==> config.mk <==
export PLATFORM = sky130hd
export DESIGN_NAME = uart_si_master
export DESIGN_NICKNAME = d
export VERILOG_FILES = /design/src/rtl/uart_si_pkg.sv /design/src/rtl/uart_si_rx_buf.sv /design/src/rtl/uart_si_master.sv
export SDC_FILE = /design/constraint.sdc
export NUM_CORES = 1
export LEC_CHECK = 0
export CAP_MARGIN = 10
export CORE_MARGIN = 2
export CORE_UTILIZATION = 26
export CTS_BUF_LIST = sky130_fd_sc_hd__clkbuf_2
export CTS_CLUSTER_DIAMETER = 120
export DETAILED_ROUTE_END_ITERATION = 8
export PLACE_DENSITY = 0.79
export SLEW_MARGIN = 10
export SYNTH_ARGS = -nofsm -noshare
export SYNTH_HDL_FRONTEND = slang
export SYNTH_SLANG_ARGS = --single-unit
==> constraint.sdc <==
create_clock -name clk -period 1.2 [get_ports clk]
set_input_delay 0.24 -clock clk [delete_from_list [all_inputs] [get_ports clk]]
set_output_delay 0.24 -clock clk [all_outputs]
set_load 0.01 [all_outputs]
==> src/rtl/uart_si_pkg.sv <==
// Shared definitions for the UART simple-interface master and its neighbours:
// register map, status bit positions, control word layout and master FSM states.
package uart_si_pkg;

  localparam logic [3:0] UART_CR_A   = 4'h0;
  localparam logic [3:0] UART_DATA_A = 4'h4;
  localparam logic [3:0] UART_DIV_A  = 4'h8;

  localparam int ST_RX_AV   = 3;
  localparam int ST_TX_BUSY = 2;

  // Control register layout, MSB first (8'hA3 = lvl 2/2, no full flags, rx+tx enabled)
  typedef struct packed {
    logic [1:0] rx_fifo_lvl;
    logic [1:0] tx_fifo_lvl;
    logic       rx_full;
    logic       tx_full;
    logic       rec_en;
    logic       tr_en;
  } uart_cr_t;

  typedef enum logic [2:0] {
    INIT_CR  = 3'd0,
    INIT_DIV = 3'd1,
    POLL     = 3'd2,
    RD_DATA  = 3'd3,
    WR_DATA  = 3'd4
  } si_state_e;

  // Widen a control word to the 32-bit bus
  function automatic logic [31:0] cr_to_bus(input uart_cr_t cr);
    return {24'd0, cr};
  endfunction

endpackage

==> src/rtl/uart_si_rx_buf.sv <==
// One-entry valid/ready holding register for bytes read from the UART.
// A refill has priority over a same-cycle handshake so no byte is lost.
module uart_si_rx_buf (
  input  logic       clk,
  input  logic       rstn,
  input  logic       i_load,
  input  logic [7:0] i_data,
  input  logic       i_ready,
  output logic       o_valid,
  output logic [7:0] o_data
);

  logic       r_valid;
  logic [7:0] r_data;

  // Hold one byte until the consumer accepts it; refill wins over clear
  always_ff @(posedge clk or posedge rstn) begin
    if (rstn) begin
      r_valid <= 1'b0;
      r_data  <= 8'd0;
    end else if (i_load) begin
      r_valid <= 1'b1;
      r_data  <= i_data;
    end else if (r_valid && i_ready) begin
      r_valid <= 1'b0;
      r_data  <= r_data;
    end else begin
      r_valid <= r_valid;
      r_data  <= r_data;
    end
  end

  assign o_valid = r_valid;
  assign o_data  = r_data;

endmodule

==> src/rtl/uart_si_master.sv <==
// Bus master for the UART simple interface: configures CR and DIV once after
// reset, then polls status, moving tx stream bytes to DATA and DATA bytes to
// the rx stream. Bus outputs are decoded from the state register and forced
// to zero while reset is asserted.
module uart_si_master
  import uart_si_pkg::*;
#(
  parameter logic [7:0]  CR_INIT  = 8'hA3,
  parameter logic [15:0] BAUD_DIV = 16'h0200
) (
  input  logic        clk,
  input  logic        rstn,
  output logic [3:0]  si_addr,
  output logic        si_re,
  output logic        si_we,
  output logic [31:0] si_wd,
  input  logic [31:0] si_rd,
  input  logic [7:0]  tx_data,
  input  logic        tx_valid,
  output logic        tx_ready,
  output logic [7:0]  rx_data,
  output logic        rx_valid,
  input  logic        rx_ready,
  output logic        init_done
);

  si_state_e   r_state;
  si_state_e   w_state_nxt;
  logic [3:0]  w_addr;
  logic        w_re;
  logic        w_we;
  logic [31:0] w_wd;
  logic        w_tx_ready;
  logic        w_load;
  logic        w_rx_valid;
  logic        r_init_done;
  logic        w_unused_rd;

  // Only status bits and the data byte of the read bus are meaningful here
  assign w_unused_rd = ^{si_rd[31:8]};

  // State register; reset restarts the configuration sequence
  always_ff @(posedge clk or posedge rstn) begin
    if (rstn) begin
      r_state <= INIT_CR;
    end else begin
      r_state <= w_state_nxt;
    end
  end

  // Sticky flag: set once the DIV write has been issued
  always_ff @(posedge clk or posedge rstn) begin
    if (rstn) begin
      r_init_done <= 1'b0;
    end else if (r_state == INIT_DIV) begin
      r_init_done <= 1'b1;
    end else begin
      r_init_done <= r_init_done;
    end
  end

  // Next-state and bus decode; rx is served before tx in POLL
  always_comb begin
    w_state_nxt = r_state;
    w_addr      = 4'h0;
    w_re        = 1'b0;
    w_we        = 1'b0;
    w_wd        = 32'd0;
    w_tx_ready  = 1'b0;
    w_load      = 1'b0;
    case (r_state)
      INIT_CR: begin
        w_we        = 1'b1;
        w_addr      = UART_CR_A;
        w_wd        = cr_to_bus(uart_cr_t'(CR_INIT));
        w_state_nxt = INIT_DIV;
      end
      INIT_DIV: begin
        w_we        = 1'b1;
        w_addr      = UART_DIV_A;
        w_wd        = {16'd0, BAUD_DIV};
        w_state_nxt = POLL;
      end
      POLL: begin
        w_re   = 1'b1;
        w_addr = UART_CR_A;
        if (si_rd[ST_RX_AV] && !w_rx_valid) begin
          w_state_nxt = RD_DATA;
        end else if (tx_valid && !si_rd[ST_TX_BUSY]) begin
          w_state_nxt = WR_DATA;
        end else begin
          w_state_nxt = POLL;
        end
      end
      RD_DATA: begin
        w_re        = 1'b1;
        w_addr      = UART_DATA_A;
        w_load      = 1'b1;
        w_state_nxt = POLL;
      end
      WR_DATA: begin
        w_we        = 1'b1;
        w_addr      = UART_DATA_A;
        w_wd        = {24'd0, tx_data};
        w_tx_ready  = 1'b1;
        w_state_nxt = POLL;
      end
      default: begin
        w_state_nxt = INIT_CR;
      end
    endcase
  end

  uart_si_rx_buf u_rx_buf (
    .clk     (clk),
    .rstn    (rstn),
    .i_load  (w_load & ~rstn),
    .i_data  (si_rd[7:0]),
    .i_ready (rx_ready),
    .o_valid (w_rx_valid),
    .o_data  (rx_data)
  );

  assign si_addr   = rstn ? 4'h0  : w_addr;
  assign si_re     = w_re & ~rstn;
  assign si_we     = w_we & ~rstn;
  assign si_wd     = rstn ? 32'd0 : w_wd;
  assign tx_ready  = w_tx_ready & ~rstn;
  assign rx_valid  = w_rx_valid;
  assign init_done = r_init_done;

endmodule

### Word-level counts from Yosys, hierarchy flattened

Cells that the tools add are included.

* eq/ne operators: 4
* muxes and demuxes: 13
* bitwise operators: 5
* reduce and logical (&&, ||, !) cells: 11

Operators by type and width (count)
* two-way mux 32 bit: 1
* case mux 10 bit (3 select lines): 1
* case mux 3 bit (3 select lines): 1
* case mux 4 bit (2 select lines): 1
* == test 3 x 2 -> 1 bit, second input constant: 2
* two-way mux 1 bit: 6
* two-way mux 3 bit: 2
* OR reduction 3 bit: 2
* AND 1 bit: 4
* two-way mux 4 bit: 1
* OR reduction 2 bit: 2
* == test 3 x 1 -> 1 bit, second input constant: 1
* == test 3 bit, second input constant: 1
* logical AND 1 bit: 3
* zero test 3 bit: 1
* zero test 1 bit: 2
* nonzero test 2 bit: 1
* NOT 1 bit: 1

* flip-flop bits (word level): 13

### Longest topological paths before layout

Gate-level depths: netlist of run 1.

* depth in word-level cells: 5
* mapped depth: 4

### Hierarchy

A second synthesis of run 1 with hierarchy kept.

* cells, all modules: 85
* area, all modules: 864.6 sq um

Modules (own cells, without submodules)
* uart_si_master: instances 1, cells an instance 64, area each 491.7 sq um, seq. area each 100.1 sq um
* uart_si_rx_buf: instances 1, cells an instance 21, area each 372.9 sq um, seq. area each 225.2 sq um

### Worst setup path before layout of run 1

OpenSTA, ideal clock, no wires.

* path type: register -> output
* start: register r_state[1]
* end: output port si_wd[0]
* data arrival time: 1.195 ns
* setup slack: -0.235 ns
* stages on the path, launching flop included: 4
* path buffers: 1
* cells stage by stage: dfrtp_1 -> buf_4 -> or3_2 -> a21oi_1

* cells in the longest elaborated chain, start to end: 3
* elaborated cells on any way between the ends: 5

Ends and longest elaborated chain
* from (decl): line uart_si_master.sv:27 `si_state_e r_state;`
* from (signal assigned): line uart_si_master.sv:47 `r_state <= w_state_nxt;`
* == test 3 bit (tied with other cells): line uart_si_master.sv:71 `case (r_state)`
* case mux 10 bit (3 select lines) *: line uart_si_master.sv:71
* two-way mux 32 bit *: line uart_si_master.sv:127 `assign si_wd = rstn ? 32'd0 : w_wd;`
* to (decl): line uart_si_master.sv:16 `output logic [31:0] si_wd,`

Mark *: on every way between the ends. The rest lies on a longest branch, timed or not.

### Worst setup path in the final report of run 1

* start: register r_state[0]
* end: output port si_wd[0]

The elaborated chain is that of the path after synthesis.

==> results of run 1 <==
[cells by family (layout without fill, tap and decap cells)]
kind of cell    after synthesis  in the layout  synth area share (%)
mux                           8              8                  10.6
simple gates                 18             18                  15.7
compound gates               10             10                  7.39
flops                        13             13                  38.4
buf+inv                      35             84                  27.5
other cells                   1             25                 0.443
[metrics by stage]
stage / setup TNS [ns] / instance area, sq um
finish: -7.80 / 1560
global route: -9.82 / 1560
global placement: -15.53 / 1330
CTS: -8.32 / 1500
floorplan: -0.501 / 972
detailed placement: -16.12 / 1330
[sequential cells by signal, indices dropped and copies added, names as in the netlist]
signal            flops
u_rx_buf.o_valid      1
u_rx_buf.o_data       8
r_state               3
init_done             1
[area by class of cell]
cell class                 instances  area (sq um)  area share, %
inverter                           7          26.3           1.69
timing repair buffer              73           623           40.0
tap                               44          55.1           3.53
clock inverter                     1          5.00          0.321
multi-input combinational         61           507           32.5
clock buffer                       3          15.0          0.963
sequential                        13           328           21.0
[worst paths after layout]
kind / cells after the start / end / slack [ns]
max reg2reg: 5 / r_state[1] / -0.22
max in group asynchronous: 4 / r_state[0] / 0.67
min: 4 / r_state[2] / 0.35
max: 4 / si_wd[0] / -0.57
min reg2reg: 1 / init_done / 0.50
min in group clk: 1 / init_done / 0.50
[critical path: cells and delay by family (launching register included)]
family,cells,cell delay [ns]
simple gates,1,0.42
buf+inv,2,0.27
flops,1,0.44
compound gates,1,0.14
[synth_stat cells, drive strengths merged]
| master | n | share of area (%) |
|---|---|---|
| dfrtp | 13 | 38 |
| nor3 | 3 | 2.4 |
| mux2 | 8 | 11 |
| o22ai | 1 | 0.74 |
| o21ai | 1 | 0.59 |
| o21bai | 1 | 0.89 |
| nand2b | 2 | 2.7 |
| or2 | 1 | 0.74 |
| nor2 | 4 | 3.7 |
| a21oi | 4 | 2.4 |
| a211oi | 1 | 0.89 |
| inv | 7 | 3.1 |
| buf | 27 | 24 |
| and3 | 5 | 3.7 |
| o2111ai | 1 | 1.0 |
| or3 | 2 | 1.8 |
| a21boi | 1 | 0.89 |
| clkbuf | 1 | 0.44 |
| and2 | 1 | 0.74 |
| conb | 1 | 0.44 |
[repair_timing]
action / 4_1_cts / 5_1_grt
pin swaps: 4 / 9
gates cloned: 0 / 0
endpoints found under the setup margin: 33 / 36
buffers inserted: 13 / 8
gates resized for setup: 90 / 31
[metal layers]
layer	vias up	share of wire (%)
met4	0	0.44
met3	2	5.7
li1	376	-
met2	29	56
met5	-	0
met1	380	38
[placed cells by master, fill, tap and decap left out, types with 2 or more instances in the layout]
master / netlist / routed
a21oi_2: 0 / 3
and3_1: 5 / 4
buf_2: 0 / 11
buf_4: 27 / 19
buf_6: 0 / 13
clkbuf_2: 0 / 9
clkdlybuf4s15_1: 0 / 4
clkdlybuf4s50_1: 0 / 18
conb_1: 1 / 25
dfrtp_1: 13 / 11
dfrtp_2: 0 / 2
inv_1: 7 / 7
mux2_4: 0 / 8
nand2b_4: 1 / 2
nor2_1: 3 / 2
nor3_4: 0 / 2
or3_4: 0 / 2
[power groups by stage]
stage | combinational, W | clock, W | sequential [W]
2_1_floorplan | 0.000591 | 0 | 0.000824
3_3_place_gp | 0.00126 | 0 | 0.000751
3_5_place_dp | 0.00129 | 0 | 0.000763
4_1_cts | 0.00162 | 0.000231 | 0.000746
5_1_grt | 0.00200 | 0.000265 | 0.000784
6_report | 0.00188 | 0.000224 | 0.000766
==> flow_summary.yaml, run 1 <==
timing:
  fmax_ghz: 0.565
  rsz0062_at_grt: "true"
  finalSetupViolCount: 25
  hold_viol_final: 0
  finalCriticalPeriod_ns: 1.77
  slew_viol_final: 0
  min_period_over_period_pct: 148
  hold_slack_ns: 0.355
  postLayoutSetupSlackWorst_ns: -0.571
  fin_skew_ns: 0.00576
routing:
  detail_route.wl_per_cell_um: 12.3
  via_per_inst: 3.90
  dr.pass1.iters: 3
  ant_nets: 0
  vias: 787
  routed_wl_um: 2490
  drt_iter0_markers: 8
  drcViolationCount: 0
floorplan:
  fp.dieW_um: 61.1
  initial_core_util_pct: 27.5
  chipHeight_um: 61.1
  num_rows: 20
  core-area_sq_um: 3080
  ioPinCount: 93
  dieArea_sq_um: 3730
power_and_ir_drop:
  p_clk_share_pct: 7.8
  combinationalPowerShare_pct: 65.5
  peakVddDrop_uv: 721
  swShare_pct: 36.1
  powerDensity_nw_per_um2: 1840
  p_switching_w: 0.00104
  p_int_w: 0.00183
  leakage_nw: 0.811
  p_seq_share_pct: 26.7
  power_w: 0.00287
global_routing:
  use_met1_pct: 15.1
  grt_util_all_layers_pct: 12.6
  grt_pass1_wl_um: 3430
  use_met2_pct: 21.1
  overflow: 0
  antenna_found_initial: 0
  grt_max_degree: 14
  grt_pass1_vias: 721
  use_met3_pct: 4.20
  grt-busiest-layer: "met2"
placed_design:
  post-place-ws_ns: -0.899
  dp.cells: 179
  io_buffers: 43
  gp_congestion: 0.723
  hpwl_um: 1670
clocking:
  clkTransAtPathRegs_ns: 0.14
  cts_hold_buf: 0
  cts_buffer_depth: 2
  numCtsBuffers: 3
  htreeDepth: 1
  insertion_delay_ns: 0.27
  cts_tree: "built"
  cts_root_buf: "clkbuf_2"
  clkSinkCount: 13
hold_path:
  hold_class: "primary input to async pin"
critical_path:
  crit_chain: "buf_6 -> or3_4 -> a21oi_2 -> buf_2"
  setup.worst_path.start_class: "flop"
  setup.worst_path.start: "r_state[0]"
  crit_type: "flop to output port"
  cp_slowest_stage_delay_ns: 0.44
  r2r_start: "r_state[1]"
  cp-end-kind: "output port"
  slowest_stage: "dfrtp_2"
  required_ns: 0.96
  arrival_ns: 1.53
  critPathMaxFanout: 4
synth:
  yosysSeqAreaShare_pct: 38.4
  yosys_warnings: 0
  synth-seq-cells: 13
  synthCells: 85
  ys_types: 24
  postSynthAreaPerCell_sq_um: 9.97
  synth_area_sq_um: 847
finish:
  nets: 203
  fillCellCount: 294
  utilization_pct: 50.7
  drive_gt1_share_pct: 50.6
  syn2layout_area_growth_pct: 84.0
  final_cells: 202
  num_antenna_cells: 0
run:
  cap_violations: 0
status:
  failed_checks: "negative setup slack"
  outcome: "complete, but fails checks"
Power figures use the tool's default switching activity.
==> run 2: changes to the inputs <==
ABC_CLOCK_PERIOD_IN_PS = 1200   (was unset)
PLACE_DENSITY = unset   (was 0.79)
PLACE_DENSITY_LB_ADDON = 0.15   (was unset)
==> flow_summary.yaml, run 2 (synthesis gave the netlist of run 1 again) <==
global_routing:
  grt_pass1_vias: 724
  grt_max_degree: 14
  grt_util_all_layers_pct: 11.0
  overflow: 0
  grt_pass1_wl_um: 3060
  antenna_found_initial: 0
finish:
  utilization_pct: 51.8
  nets: 201
  final_cell_mix: "conb_1 (25), buf_6 (19), clkdlybuf4s50_1 (18), buf_4 (14), dfrtp_1 (11)"
  largest_reg_flops: 8
  drive_gt1_share_pct: 51.9
  final_common_cell: "conb_1"
  syn2layout_area_growth_pct: 88.3
  final_cells: 200
  num_antenna_cells: 0
  fin_area_sq_um: 1600
timing:
  fmax_ghz: 0.585
  final.setup.tns_ns: -6.92
  slew_viol_final: 0
  postLayoutSetupSlackWorst_ns: -0.508
  hold_viol_final: 0
  rsz0062_at_grt: "true"
  fin_skew_ns: 0.0107
  finalCriticalPeriod_ns: 1.71
  hold_slack_ns: 0.366
  min_period_over_period_pct: 142
  finalSetupViolCount: 25
placed_design:
  postPlaceCellArea_sq_um: 1360
  dp.cells: 181
  io_buffers: 43
  hpwl_um: 1650
  gp_congestion: 0.708
clocking:
  cts_buffer_depth: 2
  clkTransAtPathRegs_ns: 0.13
  cts_root_buf: "clkbuf_2"
  cts_hold_buf: 0
  cts_tree: "built"
  insertion_delay_ns: 0.26
  htreeDepth: 1
  clkSinkCount: 13
  numCtsBuffers: 3
critical_path:
  arrival_ns: 1.47
  critPathMaxFanout: 4
  crit_type: "flop to output port"
  cp-end-kind: "output port"
  setup.worst_path.start_class: "flop"
  required_ns: 0.96
routing:
  ant_nets: 0
  vias: 792
  via_per_inst: 3.96
  routed_wl_um: 2260
  drt_iter0_markers: 3
  detail_route.wl_per_cell_um: 11.3
  drcViolationCount: 0
  dr.pass1.iters: 3
status:
  failed_checks: "negative setup slack"
  outcome: "complete, but fails checks"
run:
  cap_violations: 0
power_and_ir_drop:
  leakage_nw: 0.804
  peakVddDrop_uv: 853
  powerDensity_nw_per_um2: 1750
floorplan:
  dieArea_sq_um: 3730
  core-area_sq_um: 3080
  ioPinCount: 93
  num_rows: 20
  fp.dieW_um: 61.1
  chipHeight_um: 61.1
  initial_core_util_pct: 27.5
hold_path:
  hold_class: "primary input to async pin"
-- run 2: power by group --
part	leakage, nW	total [W]	internal [W]	switching [W]
clock	0.0166	0.000224	0.0000885	0.000135
combinational	0.636	0.00180	0.00110	0.000694
sequential	0.151	0.000776	0.000630	0.000146
total	0.804	0.00280	0.00182	0.000975
-- run 2: area by class of cell --
class	count	area [sq um]
multi-input combinational	61	508
clock buffer	4	20.0
timing repair buffer	71	658
sequential	13	328
tap	44	55.1
fill	298	1480
inverter	7	26.3
-- run 2: critical path: stages (launching register included) --
cell and delay [ns]:
dfrtp_2 0.47, buf_6 0.13, or3_4 0.36, a21oi_2 0.11, buf_2 0.14
-- run 2: path summary, 6_finish.rpt --
path                                  from  slack [ns]                  to  cells past startpoint
worst max-delay path            r_state[0]       -0.51            si_wd[5]                      4
worst min-delay path                  rstn        0.37    u_rx_buf.o_valid                      4
worst max register to register  r_state[1]       -0.25          r_state[1]                      5
worst min register to register   init_done        0.50           init_done                      1
max in group asynchronous             rstn        0.71  u_rx_buf.o_data[6]                      4
min in group clk                 init_done        0.50           init_done                      1
-- run 2: per-stage QoR --
stage | worst slack (ns) | total power [W]
2_1_floorplan | -0.0773 | 0.00141
3_3_place_gp | -0.857 | 0.00207
3_5_place_dp | -0.880 | 0.00209
4_1_cts | -0.521 | 0.00267
5_1_grt | -0.580 | 0.00298
6_report | -0.508 | 0.00280
-- run 2: repair_timing --
action / in CTS / in global routing
buffers inserted: 9 / 7
endpoints found under the setup margin: 33 / 31
pin swaps: 9 / 3
resized for setup: 109 / 18
-- run 2: routing by layer --
layer,part of all wire [%],vias to the layer above,track usage (%)
li1,-,369,-
met1,36,374,12.1
met2,53,49,20.4
met3,11,0,2.94
met4,0,0,3.73
met5,0,-,0
==> run 3: changes to the inputs <==
CORE_ASPECT_RATIO = 1.25   (was unset)
GPL_TIMING_DRIVEN = 0   (was unset)
==> flow_summary.yaml, run 3 (synthesis gave the netlist of run 1 again) <==
timing:
  rsz0062_at_grt: "true"
  fmax_ghz: 0.585
  fin_skew_ns: 0.00361
  postLayoutSetupSlackWorst_ns: -0.508
  slew_viol_final: 0
  final.setup.tns_ns: -7.05
  finalSetupViolCount: 23
  hold_viol_final: 0
  finalCriticalPeriod_ns: 1.71
  min_period_over_period_pct: 142
floorplan:
  num_rows: 23
  ioPinCount: 93
  fp.dieW_um: 55.1
  core-area_sq_um: 3170
  initial_core_util_pct: 26.8
  chipHeight_um: 67.8
  dieArea_sq_um: 3730
critical_path:
  critPathMaxFanout: 3
  critical_path.top_delay_family: "flip-flops"
  required_ns: 0.96
  crit_chain: "buf_12 -> nor3_4 -> buf_6 -> and2_4 -> or2_1 -> buf_6"
  cp_slowest_stage_delay_ns: 0.45
  slowest_stage: "dfrtp_2"
  cp-end-kind: "output port"
  cp_common_cell: "buf_6"
  arrival_ns: 1.47
  setup.worst_path.start_class: "flop"
  crit_type: "flop to output port"
  crit_buf_inv: 3
global_routing:
  antenna_found_initial: 0
  overflow: 0
  grt_pass1_vias: 766
  grt_util_all_layers_pct: 11.7
  grt_pass1_wl_um: 3230
  grt_max_degree: 14
clocking:
  cts_tree: "built"
  htreeDepth: 1
  numCtsBuffers: 3
  cts_buffer_depth: 2
  cts_hold_buf: 0
  insertion_delay_ns: 0.26
  clkSinkCount: 13
  clkTransAtPathRegs_ns: 0.11
  cts_root_buf: "clkbuf_2"
placed_design:
  post-place-ws_ns: -0.981
  io_buffers: 43
  gp_congestion: 0.611
  hpwl_um: 1530
routing:
  via_per_inst: 3.83
  dr.pass1.iters: 2
  detail_route.wl_per_cell_um: 10.3
  vias: 809
  drt_iter0_markers: 5
  drcViolationCount: 0
  routed_wl_um: 2170
  ant_nets: 0
finish:
  largest_reg_flops: 8
  fillCellCount: 300
  syn2layout_area_growth_pct: 105
  final_common_cell: "buf_4"
  drive_gt1_share_pct: 52.3
  final_cell_mix: "buf_4 (34), conb_1 (25), clkdlybuf4s50_1 (18), buf_6 (15), dfrtp_1 (12)"
  num_antenna_cells: 0
  nets: 219
status:
  outcome: "complete, but fails checks"
  failed_checks: "negative setup slack"
power_and_ir_drop:
  power_w: 0.00284
  peakVddDrop_uv: 1250
  powerDensity_nw_per_um2: 1630
  leakage_nw: 0.918
hold_path:
  hold_class: "primary input to async pin"
run:
  cap_violations: 0
## run 3: changes by cell type in the layout (fill, tap and decap cells not counted), sizes merged
cell and delta:
buf +17, clkbuf -3, clkdlybuf4s15 +4
## run 3: path summary, 6_finish.rpt
| path | start | end | slack, ns | depth (start not counted) |
|---|---|---|---|---|
| max in group asynchronous | rstn | r_state[0] | 0.58 | 2 |
| hold / removal | rstn | u_rx_buf.o_valid | 0.27 | 2 |
| setup / recovery | r_state[0] | si_addr[2] | -0.51 | 6 |
| min in group clk | init_done | init_done | 0.49 | 1 |
| hold reg to reg | init_done | init_done | 0.49 | 1 |
| setup reg to reg | r_state[2] | u_rx_buf.o_data[0] | -0.16 | 5 |
## run 3: per-layer routing
| metal | global-route usage (%) | share of wire (%) | vias to the layer above | wire (um) |
|---|---|---|---|---|
| met3 | 3.71 | 12 | 0 | 250 |
| met5 | 0 | 0 | - | 0 |
| met1 | 12.6 | 41 | 351 | 895 |
| li1 | - | - | 409 | - |
| met2 | 21.1 | 47 | 49 | 1030 |
| met4 | 3.66 | 0 | 0 | 0 |
## run 3: area by class of cell
class	count	area [sq um]	area share, %
buffer	28	231	13.3
clock buffer	4	20.0	1.15
inverter	7	26.3	1.51
multi-input combinational	61	493	28.3
sequential	13	327	18.8
tap	37	46.3	2.66
timing repair buffer	61	597	34.3
## run 3: worst reg2reg max path, stage by stage (launching register included)
cell      delay, ns
dfrtp_1        0.43
nand2b_4       0.17
buf_6          0.12
nor2_8         0.09
buf_12         0.14
mux2_4         0.30
## run 3: metrics by stage
stage	hold WS [ns]	std cells	util, %	cell area, sq um
finish	0.273	211	55.0	1740
global route	0.295	211	55.0	1740
CTS	0.273	206	52.0	1650
detailed placement	0.473	189	45.8	1450
global placement	0.470	189	45.8	1450
floorplan	0.117	109	-	972
## run 3: what timing repair did
| item | 4_1_cts | 5_1_grt |
|---|---|---|
| gates resized for setup | 105 | 15 |
| pin swaps | 7 | 4 |
| gates cloned | 0 | 0 |
| setup endpoints to repair | 33 | 29 |
| buffers inserted | 13 | 7 |
## run 3: power breakdown
| group | total [W] | internal, W | leakage [nW] | switching (W) |
|---|---|---|---|---|
| combinational | 0.00188 | 0.00117 | 0.750 | 0.000714 |
| sequential | 0.000741 | 0.000627 | 0.152 | 0.000114 |
| clock | 0.000216 | 0.0000885 | 0.0166 | 0.000128 |
